--- config.mk ---
export PLATFORM = sky130hd
export DESIGN_NAME = adler32_check
export DESIGN_NICKNAME = d
export VERILOG_FILES = /design/src/rtl/adler32_pkg.sv /design/src/rtl/adler32_update.sv /design/src/rtl/adler32_check.sv
export SDC_FILE = /design/constraint.sdc
export NUM_CORES = 1
export LEC_CHECK = 0
export CAP_MARGIN = 10
export CORE_UTILIZATION = 55
export CTS_CLUSTER_DIAMETER = 150
export CTS_CLUSTER_SIZE = 10
export DETAILED_ROUTE_END_ITERATION = 10
export PLACE_DENSITY = 0.84
export SLEW_MARGIN = 20
export SYNTH_ARGS = -nofsm -noshare
export SYNTH_HDL_FRONTEND = slang
export SYNTH_SLANG_ARGS = --single-unit
--- constraint.sdc ---
create_clock -name clock -period 18.8 [get_ports clock]
set_input_delay 2.82 -clock clock [delete_from_list [all_inputs] [get_ports clock]]
set_output_delay 2.82 -clock clock [all_outputs]
set_load 0.05 [all_outputs]
--- src/rtl/adler32_pkg.sv ---
// Shared constants and state encoding for the Adler-32 receive checker
// and any transmit-side accumulator that reuses the fold step.
package adler32_pkg;

   localparam logic [15:0] ADLER_MOD    = 16'd65521;
   localparam logic [15:0] ADLER_INIT_A = 16'h0001;
   localparam logic [15:0] ADLER_INIT_B = 16'h0000;

   typedef enum logic [1:0] {
      IDLE,
      DATA,
      TRAIL,
      RESULT
   } state_e;

endpackage

--- src/rtl/adler32_update.sv ---
// One-byte Adler-32 fold: (A, B, d) -> (A', B'), each sum reduced once modulo MOD.
// Inputs are assumed already reduced (A, B < MOD), so one conditional subtract suffices.
module adler32_update
   import adler32_pkg::*;
#(
   parameter logic [15:0] MOD = ADLER_MOD
) (
   input  logic [15:0] a_in,
   input  logic [15:0] b_in,
   input  logic [7:0]  d,
   output logic [15:0] a_out,
   output logic [15:0] b_out
);

   logic [16:0] a_sum;
   logic [16:0] b_sum;

   // >= rather than >: a sum landing exactly on MOD must wrap to zero.
   always_comb begin
      a_sum = {1'b0, a_in} + {9'b0, d};
      a_out = (a_sum >= {1'b0, MOD}) ? 16'(a_sum - {1'b0, MOD}) : a_sum[15:0];
      b_sum = {1'b0, b_in} + {1'b0, a_out};
      b_out = (b_sum >= {1'b0, MOD}) ? 16'(b_sum - {1'b0, MOD}) : b_sum[15:0];
   end

endmodule

--- src/rtl/adler32_check.sv ---
// Receive-side Adler-32 verifier: folds a frame's payload, shifts in the
// big-endian 4-byte trailer, then reports match/mismatch for one cycle.
module adler32_check
   import adler32_pkg::*;
#(
   parameter logic [15:0] MOD    = ADLER_MOD,
   parameter logic [15:0] INIT_A = ADLER_INIT_A
) (
   input  logic        clock,
   input  logic        rst_n,
   input  logic        in_valid,
   output logic        in_ready,
   input  logic [7:0]  in_data,
   input  logic        in_first,
   input  logic        in_last,
   output logic        done,
   output logic        match,
   output logic        aborted,
   output logic [31:0] checksum,
   output logic [31:0] rx_checksum
);

   state_e      state_q, state_d;
   logic [15:0] a_q, a_d;
   logic [15:0] b_q, b_d;
   logic [1:0]  cnt_q, cnt_d;
   logic [31:0] rx_q, rx_d;
   logic [31:0] sum_q, sum_d;
   logic        match_q, match_d;
   logic        done_q, done_d;
   logic        aborted_q, aborted_d;
   logic        in_ready_q, in_ready_d;

   logic        xfer;
   logic [15:0] a_base, b_base;
   logic [15:0] a_fold, b_fold;
   logic [31:0] rx_next;

   // A first byte always restarts from the initial sums, whatever state we are in.
   assign a_base = in_first ? INIT_A : a_q;
   assign b_base = in_first ? ADLER_INIT_B : b_q;

   adler32_update #(.MOD(MOD)) u_update (
      .a_in  (a_base),
      .b_in  (b_base),
      .d     (in_data),
      .a_out (a_fold),
      .b_out (b_fold)
   );

   assign xfer    = in_valid && in_ready_q;
   assign rx_next = {rx_q[23:0], in_data};

   always_comb begin
      // NOTE: every signal gets a default here so no path leaves one unassigned (no latches).
      state_d   = state_q;
      a_d       = a_q;
      b_d       = b_q;
      cnt_d     = cnt_q;
      rx_d      = rx_q;
      sum_d     = sum_q;
      match_d   = match_q;
      done_d    = 1'b0;
      aborted_d = 1'b0;

      case (state_q)
         IDLE, DATA, TRAIL: begin
            if (xfer && in_first) begin
               aborted_d = (state_q != IDLE);
               a_d       = a_fold;
               b_d       = b_fold;
               cnt_d     = 2'd0;
               state_d   = in_last ? TRAIL : DATA;
            end else if (xfer && state_q == DATA) begin
               a_d = a_fold;
               b_d = b_fold;
               if (in_last) begin
                  cnt_d   = 2'd0;
                  state_d = TRAIL;
               end
            end else if (xfer && state_q == TRAIL) begin
               rx_d  = rx_next;
               cnt_d = cnt_q + 2'd1;
               if (cnt_q == 2'd3) begin
                  sum_d   = {b_q, a_q};
                  match_d = ({b_q, a_q} == rx_next);
                  done_d  = 1'b1;
                  state_d = RESULT;
               end
            end
         end
         RESULT:  state_d = IDLE;
         default: state_d = IDLE;
      endcase

      in_ready_d = (state_d != RESULT);
   end

   always_ff @(posedge clock or negedge rst_n) begin
      if (!rst_n) begin
         state_q    <= IDLE;
         a_q        <= INIT_A;
         b_q        <= ADLER_INIT_B;
         cnt_q      <= 2'd0;
         rx_q       <= 32'h0;
         sum_q      <= {ADLER_INIT_B, INIT_A};
         match_q    <= 1'b0;
         done_q     <= 1'b0;
         aborted_q  <= 1'b0;
         in_ready_q <= 1'b1;
      end else begin
         // NOTE: non-blocking so every flop samples the pre-edge values of the others.
         state_q    <= state_d;
         a_q        <= a_d;
         b_q        <= b_d;
         cnt_q      <= cnt_d;
         rx_q       <= rx_d;
         sum_q      <= sum_d;
         match_q    <= match_d;
         done_q     <= done_d;
         aborted_q  <= aborted_d;
         in_ready_q <= in_ready_d;
      end
   end

   assign in_ready    = in_ready_q;
   assign done        = done_q;
   assign match       = match_q;
   assign aborted     = aborted_q;
   assign checksum    = sum_q;
   assign rx_checksum = rx_q;

endmodule

After elaboration in Yosys (flattened, before gate mapping)
Index checks and enable logic that the tools add are counted.
{"block": "word_totals", "regBits": 104, "input_bits": 13, "romBits": 0, "ramBits": 0, "mem_count": 0, "latch_bits": 0, "out_inout_bits": 68}
{"block": "classes", "add_sub_neg": 5, "shift": 0, "n_mux": 26, "n_eq_ne": 7, "div_mod_pow": 0, "n_lt_le_gt_ge": 2, "mul": 0, "n_reduce_logical": 13, "bitwise_logic": 2}
{"op": "2-to-1 mux 16 bit", "n": 8}
{"op": ">= comparator 17 x 16 -> 1 bit, second input constant", "n": 2}
{"op": "equality test 32 bit", "n": 1}
{"op": "subtractor 16 bit, second input constant", "n": 2}
{"op": "2-to-1 mux 2 bit", "n": 10}
{"op": "adder 16 x 16 -> 17 bit", "n": 1}
{"op": "adder 16 x 8 -> 17 bit", "n": 1}
{"op": "2-to-1 mux 1 bit", "n": 7}
{"op": "equality test 2 bit, second input constant", "n": 3}
{"op": "AND reduction 5 bit", "n": 1}
{"op": "logical AND 1 bit", "n": 4}
{"op": "case mux 2 bit (2 select lines)", "n": 1}
{"op": "AND reduction 4 bit", "n": 1}
{"op": "nonzero test 2 bit", "n": 2}
{"op": "inequality test 3 bit, second input constant", "n": 1}
{"op": "AND reduction 3 bit", "n": 1}
{"op": "nonzero test 3 bit", "n": 1}
{"op": "OR reduction 3 bit", "n": 1}
{"op": "adder 2 x 1 -> 2 bit, second input constant", "n": 1}
{"op": "equality test 2 x 1 -> 1 bit, second input constant", "n": 1}
{"op": "logical NOT 2 bit", "n": 1}
{"op": "inequality test 2 bit, second input constant", "n": 1}
{"op": "inverter 1 bit", "n": 2}
{"op": "AND reduction 2 bit", "n": 1}

Longest topological paths before layout
{"block": "depth", "word_depth": 9, "ltp_mapped": 28, "mapped_depth_nobuf": 22}

Modules after synthesis
Synthesis repeated with hierarchy kept, for this count alone.
{"block": "unflattened", "hier_cells": 605, "area_unflattened_um2": 6747.7}
{"mod": "adler32_check", "instances": 1, "seq_area_each_um2": 2606.2, "area_each_um2": 4525.6, "cells_per_inst": 316}
{"mod": "adler32_update", "instances": 1, "seq_area_each_um2": 0.0, "area_each_um2": 2222.1, "cells_per_inst": 289}

Worst setup path after synthesis
OpenSTA, ideal clock, no wires.
{"block": "synth_timing", "path_type": "in2reg", "startpoint": "in in_first", "endpoint": "reg b_q[15]", "path_stages": 26, "arrival_ns": 9.128, "setup_time_ns": 0.082, "path_slack_ns": 9.590, "n_path_buf": 4, "t_required_ns": 18.718, "cell_sequence": "clkbuf_1 -> clkbuf_1 -> clkbuf_1 -> or2_2 -> ha_1 -> fa_1 -> nand3_1 -> nand2_2 -> xor2_1 -> nand3_1 -> or4_4 -> nor4_4 -> or3b_1 -> a21boi_1 -> xnor2_1 -> ha_1 -> buf_2 -> and4_1 -> nand2_1 -> o32a_1 -> a211oi_1 -> o21a_1 -> nand4_2 -> o21a_1 -> or4_1 -> a31oi_1"}
{"block": "synth_between", "elab_chain_cells": 9}
{"item": "start: declaration", "line": "adler32_check.sv:14", "rtl": "input logic in_first,"}
{"item": "2-to-1 mux 16 bit (*)", "line": "adler32_check.sv:40", "rtl": "assign a_base = in_first ? INIT_A : a_q;"}
{"item": "adder 16 x 8 -> 17 bit (*)", "line": "adler32_update.sv:20", "rtl": "a_sum = {1'b0, a_in} + {9'b0, d};"}
{"item": "subtractor 16 bit / >= comparator 17 x 16 -> 1 bit (equally long branches)", "line": "adler32_update.sv:21", "rtl": "a_out = (a_sum >= {1'b0, MOD}) ? 16'(a_sum - {1'b0, MOD}) : a_sum[15:0];"}
{"item": "2-to-1 mux 16 bit (*)", "line": "adler32_update.sv:21"}
{"item": "net a_fold[7]", "line": "adler32_check.sv:36", "rtl": "logic [15:0] a_fold, b_fold;"}
{"item": "adder 16 x 16 -> 17 bit (*)", "line": "adler32_update.sv:22", "rtl": "b_sum = {1'b0, b_in} + {1'b0, a_out};"}
{"item": "subtractor 16 bit / >= comparator 17 x 16 -> 1 bit (equally long branches)", "line": "adler32_update.sv:23", "rtl": "b_out = (b_sum >= {1'b0, MOD}) ? 16'(b_sum - {1'b0, MOD}) : b_sum[15:0];"}
{"item": "2-to-1 mux 16 bit (*)", "line": "adler32_update.sv:23"}
{"item": "2-to-1 mux 16 bit", "line": "adler32_check.sv:74", "rtl": "end else if (xfer && state_q == DATA) begin"}
{"item": "2-to-1 mux 16 bit (*)", "line": "adler32_check.sv:68", "rtl": "if (xfer && in_first) begin"}
{"item": "end signal: assignment", "line": "adler32_check.sv:103", "rtl": "b_q <= ADLER_INIT_B;"}
{"item": "end signal: assignment", "line": "adler32_check.sv:115", "rtl": "b_q <= b_d;"}
{"item": "end: declaration", "line": "adler32_check.sv:25", "rtl": "logic [15:0] b_q, b_d;"}
The timed path passes the listed nets; every way through them passes the cells marked *. The select of a mux whose other input is x is not followed.
A chain may end at the register's enable or synchronous reset.

Worst setup path in the final report
Ends and elaborated chain as after synthesis.

==> out/results.txt <==
Most frequent cell after synthesis: nand2_1
Fraction of layout cells with a size suffix above 1: 9.790%
Die Wd: 114.8 um
Mapped cell area: 6993 um2
Post-CTS Hold Buffers: 0
Via Count: 6302
CP max FO: 36
Yosys warns: 0
Routed Antenna Nets: 0
Yosys reg bits: 104
Final Hold Fails: 0
Setup-failing EPs final: 0
Synthesized instance count: 794
Setup ws final: 9185 ps
Prevailing post-synth register cell: dfrtp_1
Synthesized net count: 838
Hold WC Path Type: flop to flop
Die area: 13170 um2
Main area contributors after synthesis: dfrtp_1 (36%), nand2_1 (7.8%), mux2_2 (5.6%), ha_1 (5.2%), xor2_1 (5.0%)
Crit path DAT: 9900 ps
Worst Setup End Kind: flop
Initial core utilization: 57.26%
Vias in the first global route: 5909
DRT iter0 DRCs: 469
Largest net degree at the start of global routing: 77
Gr ovfl total: 0
Drt wl/cell: 18.94 um
Synth cell types: 82
Final #Nets: 897
Synth cell count leaders: nand2_1 (146), dfrtp_1 (101), nor2_1 (50)
Async set-reset flop share out of synthesis: 100.0%
H-tree Lvls: 3
PD cells: 174.7 nW/um2
Routability congestion estimate: 0.9701
Actual slew at the worst max-slew pin: 944.7 ps
Minimum clock period after layout: 9615 ps
Cell type with the highest aggregate area in the netlist: dfrtp_1
Worst setup startpoint: in_first
Leak pwr: 0.003684 uW
Clock latency on the worst-skew pair: 360 ps
Max capacitance violation total: 0
Vias/cell: 6.136
Global-route wire length before repair: 30770 um
Setup Total Neg Slack: 0 ps
Residual DRC: 0
Register area share after synthesis: 37.27%
Worst slew margin: 37.02%
Port buffer count: 80
Critical Path Source Type: input pin
First-pass DRT Iterations: 5
Clock skew: 6.900 ps
Tot GR Track Use: 30.61%
Critical path data required time: 19080 ps
Synth Area per Inst: 8.807 um2
Post-synth top area share: 36.14%
CP Class: input pin to flop
HP Start: checksum[0]
RSZ-0062 raised after global routing: no
Initial antenna violation count: 1
Total detailed-routing wirelength: 19460 um
Die Y: 114.8 um
FMAX: 104.0 MHz
Detailed Place HPWL: 14070 um
Clk slew on worst S/H paths: 80 ps
Final Max Slew Viols: 0
FP Rows: 40
Num ports: 81
CTS tree: built
Post-CTS Repair Setup Buffers: 0
CTS max path bufs: 2
Part of the cycle the worst path needs: 51.14%
Filler cells: 971
Post-CTS Resized: 0
Number of buffers created by CTS: 9
Dpl ws: 8943 ps
CTS root buffer: clkbuf_16
Core area: 12210 um2
Status: finished, final reports clean
R2R Path Start: a_q[0]
Clock sink count: 104
Post-synth EDFFs: 0
P&R area growth vs syn: 17.05%
Worst IR drop on VDD: 0.1157 mV
critical path, stage by stage:
cell and delay (ps):
clkdlybuf4s50_1 400, buf_4 260, or2_2 340, ha_1 220, fa_1 400, nand3_1 140
nand2_2 90, xor2_1 280, nand3_1 210, or4_4 590, nor4_4 370, or3b_1 470
a21boi_1 210, xnor2_1 100, ha_1 460, and4_1 330, nand2_1 110, o32a_1 340
a211oi_1 370, o21a_1 240, nand4_2 190, o21a_1 330, or4_1 420, a31oi_1 170
final cells by class:
class / instances / area, um2 / area share, %
antenna: 1 / 2.502 / 0.03057
sequential: 104 / 2606 / 31.84
multi-input combinational: 632 / 4156 / 50.78
clock buffer: 10 / 229.0 / 2.797
tap: 168 / 210.2 / 2.568
inverter: 20 / 75.07 / 0.9172
timing repair buffer: 86 / 843.3 / 10.30
clock inverter: 6 / 62.56 / 0.7643
where the power goes:
group	switching [uW]	internal (uW)
combinational	534	305
sequential	97.8	307
clock	92.5	93.5
metal layers:
layer  up-vias  track usage [%]  routed length, um
met5         -           0.7407                  0
met4         0            15.15                952
met3        59            7.749               1643
met2       284            47.64               8867
met1      3024            39.91               7993
li1       2935                -                  -
layout by cell type, fill, tap and decap left out, types with 8 or more instances in the layout:
cell / count
inv_1: 19
ha_1: 29
clkbuf_16: 9
nor2_1: 50
o21ai_0: 30
xor2_1: 40
a21oi_1: 29
clkdlybuf4s50_1: 79
nand2_1: 146
mux2_2: 35
nor3_1: 16
and3_1: 9
xnor2_1: 16
o31ai_1: 9
nor4_1: 12
a31oi_1: 13
dfrtp_1: 101
nand3_1: 26
nor2b_1: 33
nand4_1: 8
a21o_1: 13
cells by family after synthesis:
| logic type | after synthesis | synth area share [%] |
|---|---|---|
| buffers and inverters | 58 | 3.364 |
| AO/OA/AOI/OAI | 164 | 16.34 |
| multiplexers | 38 | 6.137 |
| adder cells (fa/ha/maj) | 31 | 5.761 |
| AND/OR/NAND/NOR | 343 | 24.12 |
| flip-flops | 104 | 37.27 |
| XOR/XNOR | 56 | 7.014 |
sequential cells by signal, indices dropped and copies added, names as in the netlist:
signal and flops:
checksum 32, rx_checksum 32, a_q 16, b_q 16, cnt_q 2, state_q 2
aborted 1, done 1, in_ready 1, match 1
path summary, 6_finish.rpt:
kind | end | slack, ps | cells after the start
hold / removal | checksum[0] | 470 | 2
setup / recovery | b_q[15] | 9180 | 24
hold reg to reg | checksum[0] | 470 | 2
setup reg to reg | b_q[15] | 11990 | 22
min in group asynchronous | checksum[12] | 2390 | 1
max in group asynchronous | a_q[4] | 15130 | 2
stage by stage:
stage | hold WS (ps) | total power, uW | instance area [um2] | std cells | util, %
floorplan | 451.4 | 974.9 | 6993 | 794 | -
global placement | 450.0 | 1209 | 7891 | 1010 | 64.62
detailed placement | 454.5 | 1223 | 7891 | 1010 | 64.62
CTS | 467.5 | 1417 | 8183 | 1026 | 67.01
global route | 477.7 | 1504 | 8183 | 1026 | 67.01
finish | 465.6 | 1430 | 8185 | 1027 | 67.03
No activity file was read; power rests on OpenSTA's default activity.
